<file path="config.mk">
export PLATFORM = sky130hd
export DESIGN_NAME = sd_resp_rx_flat
export DESIGN_NICKNAME = d
export VERILOG_FILES = /design/src/rtl/sd_resp_rx_pkg.sv /design/src/rtl/sd_resp_rx_if.sv /design/src/rtl/sd_crc7.sv /design/src/rtl/sd_resp_rx.sv /design/src/flat_wrapper.sv
export SDC_FILE = /design/constraint.sdc
export NUM_CORES = 1
export LEC_CHECK = 0
export ABC_AREA = 1
export ABC_CLOCK_PERIOD_IN_PS = 29800
export CAP_MARGIN = 0
export CORE_MARGIN = 3
export CORE_UTILIZATION = 60
export CTS_CLUSTER_SIZE = 28
export DETAILED_ROUTE_END_ITERATION = 10
export PLACE_DENSITY = 0.9
export SLEW_MARGIN = 30
export SYNTH_ARGS = -nofsm -noshare
export SYNTH_HDL_FRONTEND = slang
export SYNTH_HIERARCHICAL = 1
export SYNTH_SLANG_ARGS = --single-unit
</file>
<file path="constraint.sdc">
create_clock -name clk -period 29.8 [get_ports clk]
set_clock_uncertainty 0.2 [all_clocks]
set_input_delay 5.96 -clock clk [delete_from_list [all_inputs] [get_ports clk]]
set_output_delay 5.96 -clock clk [all_outputs]
set_load 0.03 [all_outputs]
</file>
<file path="src/rtl/sd_resp_rx_pkg.sv">
// Shared SD definitions: response-type encodings, frame lengths and the CRC7
// polynomial used by both the response receiver and the command transmitter.
package sd_resp_rx_pkg;

  localparam logic [2:0] RESP_R1     = 3'd1;
  localparam logic [2:0] RESP_R2_CID = 3'd2;
  localparam logic [2:0] RESP_R2_CSD = 3'd3;
  localparam logic [2:0] RESP_R3     = 3'd4;
  localparam logic [2:0] RESP_R6     = 3'd6;
  localparam logic [2:0] RESP_R7     = 3'd7;

  localparam int FRAME_LEN_SHORT = 48;
  localparam int FRAME_LEN_LONG  = 136;

  // x^7 + x^3 + 1 with the x^7 term implicit.
  localparam logic [6:0] CRC7_POLY = 7'h09;

  function automatic logic is_valid_resp(input logic [2:0] rt);
    return rt inside {RESP_R1, RESP_R2_CID, RESP_R2_CSD, RESP_R3, RESP_R6, RESP_R7};
  endfunction

  function automatic logic is_long_resp(input logic [2:0] rt);
    return (rt == RESP_R2_CID) || (rt == RESP_R2_CSD);
  endfunction

endpackage

</file>
<file path="src/rtl/sd_resp_rx_if.sv">
// Handshake and result bundle between the SD host controller and the
// response receiver.
interface sd_resp_rx_if;
  logic         start;
  logic [2:0]   resp_type;
  logic         bit_en;
  logic         cmd_in;
  logic         busy;
  logic         done;
  logic         crc_err;
  logic         end_err;
  logic         timeout_err;
  logic [5:0]   index;
  logic [31:0]  arg;
  logic [127:0] long_data;
  logic         stat_en;
  logic         rca_en;
  logic         ocr_en;
  logic         cid_en;
  logic         csd_en;

  modport master (
    output start, resp_type, bit_en, cmd_in,
    input  busy, done, crc_err, end_err, timeout_err, index, arg, long_data,
           stat_en, rca_en, ocr_en, cid_en, csd_en
  );

  modport slave (
    input  start, resp_type, bit_en, cmd_in,
    output busy, done, crc_err, end_err, timeout_err, index, arg, long_data,
           stat_en, rca_en, ocr_en, cid_en, csd_en
  );
endinterface

</file>
<file path="src/rtl/sd_crc7.sv">
// Serial CRC7 generator/checker, one data bit per enable, MSB first, init 0.
module sd_crc7
  import sd_resp_rx_pkg::*;
(
  input  logic       clk,
  input  logic       reset,
  input  logic       clear,
  input  logic       enable,
  input  logic       data,
  output logic [6:0] crc
);

  logic feedback;
  assign feedback = crc[6] ^ data;

  always_ff @(posedge clk or posedge reset) begin
    // NOTE: sequential state uses <= so every flop samples pre-edge values.
    if (reset) begin
      crc <= '0;
    end else if (clear) begin
      crc <= '0;
    end else if (enable) begin
      crc <= {crc[5:0], 1'b0} ^ (feedback ? CRC7_POLY : 7'd0);
    end
  end

endmodule

</file>
<file path="src/rtl/sd_resp_rx.sv">
// SD CMD-line response receiver: waits for the start bit (with NCR timeout),
// shifts in a 48- or 136-bit frame, checks CRC7 and end bit, pulses load strobes.
module sd_resp_rx
  import sd_resp_rx_pkg::*;
#(
  parameter int TIMEOUT = 64
) (
  input logic         clk,
  input logic         reset,
  sd_resp_rx_if.slave bus
);

  localparam logic [1:0] ST_IDLE       = 2'd0;
  localparam logic [1:0] ST_WAIT_START = 2'd1;
  localparam logic [1:0] ST_RECV       = 2'd2;
  localparam logic [1:0] ST_FINISH     = 2'd3;

  localparam int TO_W    = $clog2(TIMEOUT + 1);
  localparam int SHIFT_W = FRAME_LEN_LONG - 2;

  // bit_cnt counts bits after the start bit; the last one is the end bit.
  localparam logic [7:0] SHORT_LAST     = 8'(FRAME_LEN_SHORT - 2);
  localparam logic [7:0] LONG_LAST      = 8'(FRAME_LEN_LONG - 2);
  localparam logic [7:0] SHORT_CRC_LAST = 8'd38;
  localparam logic [7:0] LONG_CRC_FIRST = 8'd7;
  localparam logic [7:0] LONG_CRC_LAST  = 8'd126;

  logic [1:0]         state;
  logic [2:0]         rtype;
  logic [TO_W-1:0]    to_cnt;
  logic [7:0]         bit_cnt;
  logic [SHIFT_W-1:0] sr;
  logic [6:0]         crc;

  logic         done_q, crc_err_q, end_err_q, timeout_err_q;
  logic         stat_en_q, rca_en_q, ocr_en_q, cid_en_q, csd_en_q;
  logic [5:0]   index_q;
  logic [31:0]  arg_q;
  logic [127:0] long_q;

  logic       is_long, crc_window, crc_bad, end_bad, frame_ok;
  logic       crc_clear, crc_en;
  logic [7:0] last_cnt;

  always_comb begin
    // NOTE: every variable here is assigned on every pass, so no latches.
    is_long    = is_long_resp(rtype);
    last_cnt   = is_long ? LONG_LAST : SHORT_LAST;
    crc_window = is_long ? (bit_cnt >= LONG_CRC_FIRST && bit_cnt <= LONG_CRC_LAST)
                         : (bit_cnt <= SHORT_CRC_LAST);
    // On the end-bit strobe the received CRC sits in the low 7 shift bits.
    crc_bad    = (rtype != RESP_R3) && (crc != sr[6:0]);
    end_bad    = !bus.cmd_in;
    frame_ok   = !crc_bad && !end_bad;
    crc_clear  = (state == ST_IDLE) && bus.start;
    crc_en     = bus.bit_en && (((state == ST_WAIT_START) && !bus.cmd_in) ||
                                ((state == ST_RECV) && crc_window));
  end

  sd_crc7 u_crc7 (
    .clk    (clk),
    .reset  (reset),
    .clear  (crc_clear),
    .enable (crc_en),
    .data   (bus.cmd_in),
    .crc    (crc)
  );

  always_ff @(posedge clk or posedge reset) begin
    if (reset) begin
      state         <= ST_IDLE;
      rtype         <= '0;
      to_cnt        <= '0;
      bit_cnt       <= '0;
      sr            <= '0;
      done_q        <= 1'b0;
      crc_err_q     <= 1'b0;
      end_err_q     <= 1'b0;
      timeout_err_q <= 1'b0;
      stat_en_q     <= 1'b0;
      rca_en_q      <= 1'b0;
      ocr_en_q      <= 1'b0;
      cid_en_q      <= 1'b0;
      csd_en_q      <= 1'b0;
      index_q       <= '0;
      arg_q         <= '0;
      long_q        <= '0;
    end else begin
      // Status and strobes are single-cycle pulses that accompany done.
      done_q        <= 1'b0;
      crc_err_q     <= 1'b0;
      end_err_q     <= 1'b0;
      timeout_err_q <= 1'b0;
      stat_en_q     <= 1'b0;
      rca_en_q      <= 1'b0;
      ocr_en_q      <= 1'b0;
      cid_en_q      <= 1'b0;
      csd_en_q      <= 1'b0;

      case (state)
        ST_IDLE: begin
          if (bus.start) begin
            rtype   <= bus.resp_type;
            to_cnt  <= '0;
            bit_cnt <= '0;
            sr      <= '0;
            index_q <= '0;
            arg_q   <= '0;
            long_q  <= '0;
            if (is_valid_resp(bus.resp_type)) begin
              state <= ST_WAIT_START;
            end else begin
              state  <= ST_FINISH;
              done_q <= 1'b1;
            end
          end
        end

        ST_WAIT_START: begin
          if (bus.bit_en) begin
            if (!bus.cmd_in) begin
              state <= ST_RECV;
            end else if (to_cnt == TO_W'(TIMEOUT - 1)) begin
              state         <= ST_FINISH;
              done_q        <= 1'b1;
              timeout_err_q <= 1'b1;
            end else begin
              to_cnt <= to_cnt + TO_W'(1);
            end
          end
        end

        ST_RECV: begin
          if (bus.bit_en) begin
            sr      <= {sr[SHIFT_W-2:0], bus.cmd_in};
            bit_cnt <= bit_cnt + 8'd1;
            if (bit_cnt == last_cnt) begin
              state     <= ST_FINISH;
              done_q    <= 1'b1;
              crc_err_q <= crc_bad;
              end_err_q <= end_bad;
              stat_en_q <= frame_ok && (rtype == RESP_R1);
              rca_en_q  <= frame_ok && (rtype == RESP_R6);
              ocr_en_q  <= frame_ok && (rtype == RESP_R3);
              cid_en_q  <= frame_ok && (rtype == RESP_R2_CID);
              csd_en_q  <= frame_ok && (rtype == RESP_R2_CSD);
              if (is_long) begin
                long_q <= {sr[126:0], 1'b1};
              end else begin
                index_q <= sr[44:39];
                arg_q   <= sr[38:7];
              end
            end
          end
        end

        default: state <= ST_IDLE;
      endcase
    end
  end

  assign bus.busy        = (state != ST_IDLE);
  assign bus.done        = done_q;
  assign bus.crc_err     = crc_err_q;
  assign bus.end_err     = end_err_q;
  assign bus.timeout_err = timeout_err_q;
  assign bus.index       = index_q;
  assign bus.arg         = arg_q;
  assign bus.long_data   = long_q;
  assign bus.stat_en     = stat_en_q;
  assign bus.rca_en      = rca_en_q;
  assign bus.ocr_en      = ocr_en_q;
  assign bus.cid_en      = cid_en_q;
  assign bus.csd_en      = csd_en_q;

endmodule

</file>
<file path="src/flat_wrapper.sv">
// flat-port wrapper written by rule: the top's interface ports become plain ports
module sd_resp_rx_flat import sd_resp_rx_pkg::*;
#(
  parameter int TIMEOUT = 64
)
  (clk, reset, bus_start, bus_resp_type, bus_bit_en, bus_cmd_in, bus_busy, bus_done, bus_crc_err, bus_end_err, bus_timeout_err, bus_index, bus_arg, bus_long_data, bus_stat_en, bus_rca_en, bus_ocr_en, bus_cid_en, bus_csd_en);
  sd_resp_rx_if bus_i ();
  input logic clk;
  input logic reset;
  input wire logic [$bits(bus_i.start)-1:0] bus_start;
  input wire logic [$bits(bus_i.resp_type)-1:0] bus_resp_type;
  input wire logic [$bits(bus_i.bit_en)-1:0] bus_bit_en;
  input wire logic [$bits(bus_i.cmd_in)-1:0] bus_cmd_in;
  output wire logic [$bits(bus_i.busy)-1:0] bus_busy;
  output wire logic [$bits(bus_i.done)-1:0] bus_done;
  output wire logic [$bits(bus_i.crc_err)-1:0] bus_crc_err;
  output wire logic [$bits(bus_i.end_err)-1:0] bus_end_err;
  output wire logic [$bits(bus_i.timeout_err)-1:0] bus_timeout_err;
  output wire logic [$bits(bus_i.index)-1:0] bus_index;
  output wire logic [$bits(bus_i.arg)-1:0] bus_arg;
  output wire logic [$bits(bus_i.long_data)-1:0] bus_long_data;
  output wire logic [$bits(bus_i.stat_en)-1:0] bus_stat_en;
  output wire logic [$bits(bus_i.rca_en)-1:0] bus_rca_en;
  output wire logic [$bits(bus_i.ocr_en)-1:0] bus_ocr_en;
  output wire logic [$bits(bus_i.cid_en)-1:0] bus_cid_en;
  output wire logic [$bits(bus_i.csd_en)-1:0] bus_csd_en;
  assign bus_i.start = bus_start;
  assign bus_i.resp_type = bus_resp_type;
  assign bus_i.bit_en = bus_bit_en;
  assign bus_i.cmd_in = bus_cmd_in;
  assign bus_busy = bus_i.busy;
  assign bus_done = bus_i.done;
  assign bus_crc_err = bus_i.crc_err;
  assign bus_end_err = bus_i.end_err;
  assign bus_timeout_err = bus_i.timeout_err;
  assign bus_index = bus_i.index;
  assign bus_arg = bus_i.arg;
  assign bus_long_data = bus_i.long_data;
  assign bus_stat_en = bus_i.stat_en;
  assign bus_rca_en = bus_i.rca_en;
  assign bus_ocr_en = bus_i.ocr_en;
  assign bus_cid_en = bus_i.cid_en;
  assign bus_csd_en = bus_i.csd_en;
  sd_resp_rx #(.TIMEOUT(TIMEOUT)) u_core (.clk(clk), .reset(reset), .bus(bus_i));
endmodule
</file>
==> flow_summary.yaml <==
floorplan:
  die_area_sq_um: 25370
  die_y_microns: 159.3
  die_w_microns: 159.3
  core_area_sq_um: 22850
  initial_core_util_pct: 61.70
  row_count: 55
  io_pins: 184
clocking:
  cts_sinks: 329
  path_clk_slew_ns: 0.06
  cts_buffer_depth: 3
  clk_latency_ns: 0.52
  htree_num_levels: 2
  postCtsHoldBufs: 0
  cts_setup_buffers: 0
  cts_buffers: 34
  cts-root-buf: "clkbuf_16"
  cts_tree: "done"
  ctsResizeCount: 0
pwr:
  combPwrFrac_pct: 29.6
  p_seq_share_pct: 36.6
  p_int_uw: 783.4
  p_sw_uw: 497.7
  leakagePower_nw: 9.356
  max-vdd-ir-drop_v: 0.0001142
  p_per_area_nw_per_um2: 74.29
  clkPwrFrac_pct: 33.8
  power.share.switching_pct: 38.85
drt:
  viasPerCell: 5.492
  wl_met1_microns: 13600
  wl_met2_microns: 17160
  routed_wl_microns: 34110
  first_pass_iters: 5
  ant_nets: 0
  top_layer: "met4"
  wire_per_inst_microns: 15.83
  dr_total_vias: 11830
  drtIter0Drc: 1234
  drc: 0
  wl_met3_microns: 2201
worst_hold_path:
  hp-class: "flop to flop"
logic_synthesis:
  ys_warn_count: 6
  yosys-top-cells-count: "nand2_1, dfrtp_1, inv_1, nand3_1, o22ai_1"
  synth-edff-count: 0
  yosysTopAreaCell: "dfrtp_1"
  netlist_instances: 1683
  syn_area_sq_um: 14100
  async_reset_ff_share_pct: 100.0
  synth-seq-area-share_pct: 58.41
  synth_nets: 1698
  yosysUniqueCellTypes: 27
  synth_seq_cells: 329
  yosys_most_used_dff: "dfrtp_1"
  netlist.area_leader.share_pct: 58.41
  syn_area_per_cell_sq_um: 8.376
  post-synth-top-count-cell: "nand2_1"
  netlist_top_cells_area: "dfrtp_1, nand2_1, nand3_1"
run:
  cap_violations: 0
global_route:
  track_usage_pct: 26.68
  grt_overflow: 0
  grt_pass1_vias: 11790
  grt_max_degree: 172
  antenna_found_initial: 0
  grt_pass1_wl_microns: 56880
sta:
  maxSlewHeadroom_pct: 39.11
  fin_crit_sh_pct: 30.11
  min_period_ns: 8.973
  hold_ws_ns: 0.2728
  finalHoldViolCount: 0
  fin_tns_setup_ns: 0
  setup_viol: 0
  finalMaxSlewViolations: 0
  rsz0062_at_grt: "no"
  fmax_mhz: 111.5
  worst_slew_pin_slew_ns: 0.9133
worst_setup_path:
  crit_required_ns: 29.99
  critPathMaxFanout: 100
  endpoint_kind: "flop"
  crit_type: "primary input to flop"
  critPathMaxStageDelay_ns: 0.55
  arrival_ns: 9.16
  critPathLaunchType: "primary input"
  crit_path_cell_trace: "clkdlybuf4s50_1, nand3_1, nor2_1, nand3_1, nand2_8, buf_16, nand2_4, buf_4, nand2_1, nand2_1"
  slowest_stage: "clkdlybuf4s50_1"
place:
  port_buffers: 183
  dp_hpwl_microns: 20310
  place_congestion: 0.8258
  post_dp_cell_area_sq_um: 16070
finish:
  drive_gt1_share_pct: 4.671
  finish.net_count: 1832
  fillers: 1587
  final_cell_area_sq_um: 17240
  num_antenna_cells: 0
  syn_to_final_growth_pct: 22.33
status:
  status: "complete, no violations"
-- power groups by stage --
stage | Combinational, mW | Sequential (mW) | Clock, mW
after CTS | 0.370 | 0.469 | 0.439
after floorplan | 0.292 | 0.476 | 0
after global routing | 0.413 | 0.470 | 0.457
after detailed placement | 0.367 | 0.477 | 0
after global placement | 0.360 | 0.476 | 0
final | 0.379 | 0.469 | 0.433
-- cell type report --
cell class                 count  area (sq um)  area share (%)
tap                          313         391.6           2.271
timing repair buffer         196          1982           11.49
inverter                     258         975.9           5.660
clock buffer                  49          1008           5.848
clock inverter                11         136.4          0.7909
sequential                   329          8233           47.74
multi-input combinational    998          4517           26.19
-- cell usage in the layout (no fill, tap or decap), types with 2 or more instances in the layout --
cell               n
bufinv_16          3
o22ai_1           85
clkbuf_16         35
clkbuf_1           6
xnor2_1            7
a21oi_1            6
buf_16             2
nand4_1           13
o21ai_0           10
ha_1               6
dfrtp_1          329
buf_4             10
o21ai_1           53
nor3_1             7
nand2_1          573
inv_2              7
clkbuf_8           8
clkdlybuf4s50_1  183
inv_1            250
nand3_1          193
nor2_4             2
nor2_2             3
nor2_1            29
clkinv_2           6
-- critical path: cells and delay by family --
| kind | cells | cell delay, ns |
|---|---|---|
| buffers and inverters | 3 | 1.47 |
| AND/OR/NAND/NOR | 7 | 1.62 |
-- path summary, 6_finish.rpt --
check	from	endpoint	slack (ns)	cells after the start
worst max-delay path	bus_bit_en	u_core/bus.long_data[91]	20.83	10
max in group asynchronous	reset	u_core/bus.long_data[65]	22.09	4
worst max register to register	u_core/state[0]	u_core/bus.long_data[91]	25.70	11
worst min register to register	u_core/bus.long_data[11]	u_core/bus.long_data[11]	0.27	2
min in group asynchronous	reset	u_core/u_crc7/crc[5]	5.65	2
worst min-delay path	u_core/bus.long_data[11]	u_core/bus.long_data[11]	0.27	2
-- state kept, by name, indices dropped and copies added (netlist names) --
name                    flops
u_core/rtype                3
u_core/bus.timeout_err      1
u_core/bus.stat_en          1
u_core/u_crc7/crc           7
u_core/bus.index            6
u_core/bus.rca_en           1
u_core/to_cnt               7
u_core/bus.arg             32
u_core/state                2
u_core/bit_cnt              8
u_core/bus.crc_err          1
u_core/sr                 127
u_core/bus.end_err          1
u_core/bus.done             1
u_core/bus.long_data      128
u_core/bus.cid_en           1
u_core/bus.csd_en           1
u_core/bus.ocr_en           1
-- logic make-up (layout without fill, tap and decap cells) --
family / Yosys count / after routing / share of synthesized area (%)
buffers and inverters: 356 / 514 / 9.941
DFF: 329 / 329 / 58.41
adders and majority gates: 7 / 7 / 0.6213
AOI/OAI and AO/OA: 157 / 157 / 6.355
and+or+nand+nor: 826 / 826 / 24.18
xor gates and xnor gates: 8 / 8 / 0.4971
-- routing by layer --
metal  vias up  global-route usage (%)
met1      5723                   33.98
met4         0                   10.15
met2       502                   46.12
met5         -                       0
met3        85                   4.553
li1       5519                       -
-- stage by stage --
step / worst slack (ns) / power [mW] / util, % / cells
after floorplan: 14.73 / 0.7677 / - / 1683
after global placement: 20.33 / 0.8361 / 70.22 / 2092
after detailed placement: 20.23 / 0.8440 / 70.35 / 2093
after CTS: 20.73 / 1.278 / 75.36 / 2153
after global routing: 20.61 / 1.339 / 75.48 / 2154
final: 20.83 / 1.281 / 75.48 / 2154
(Power assumes the default switching activity.)
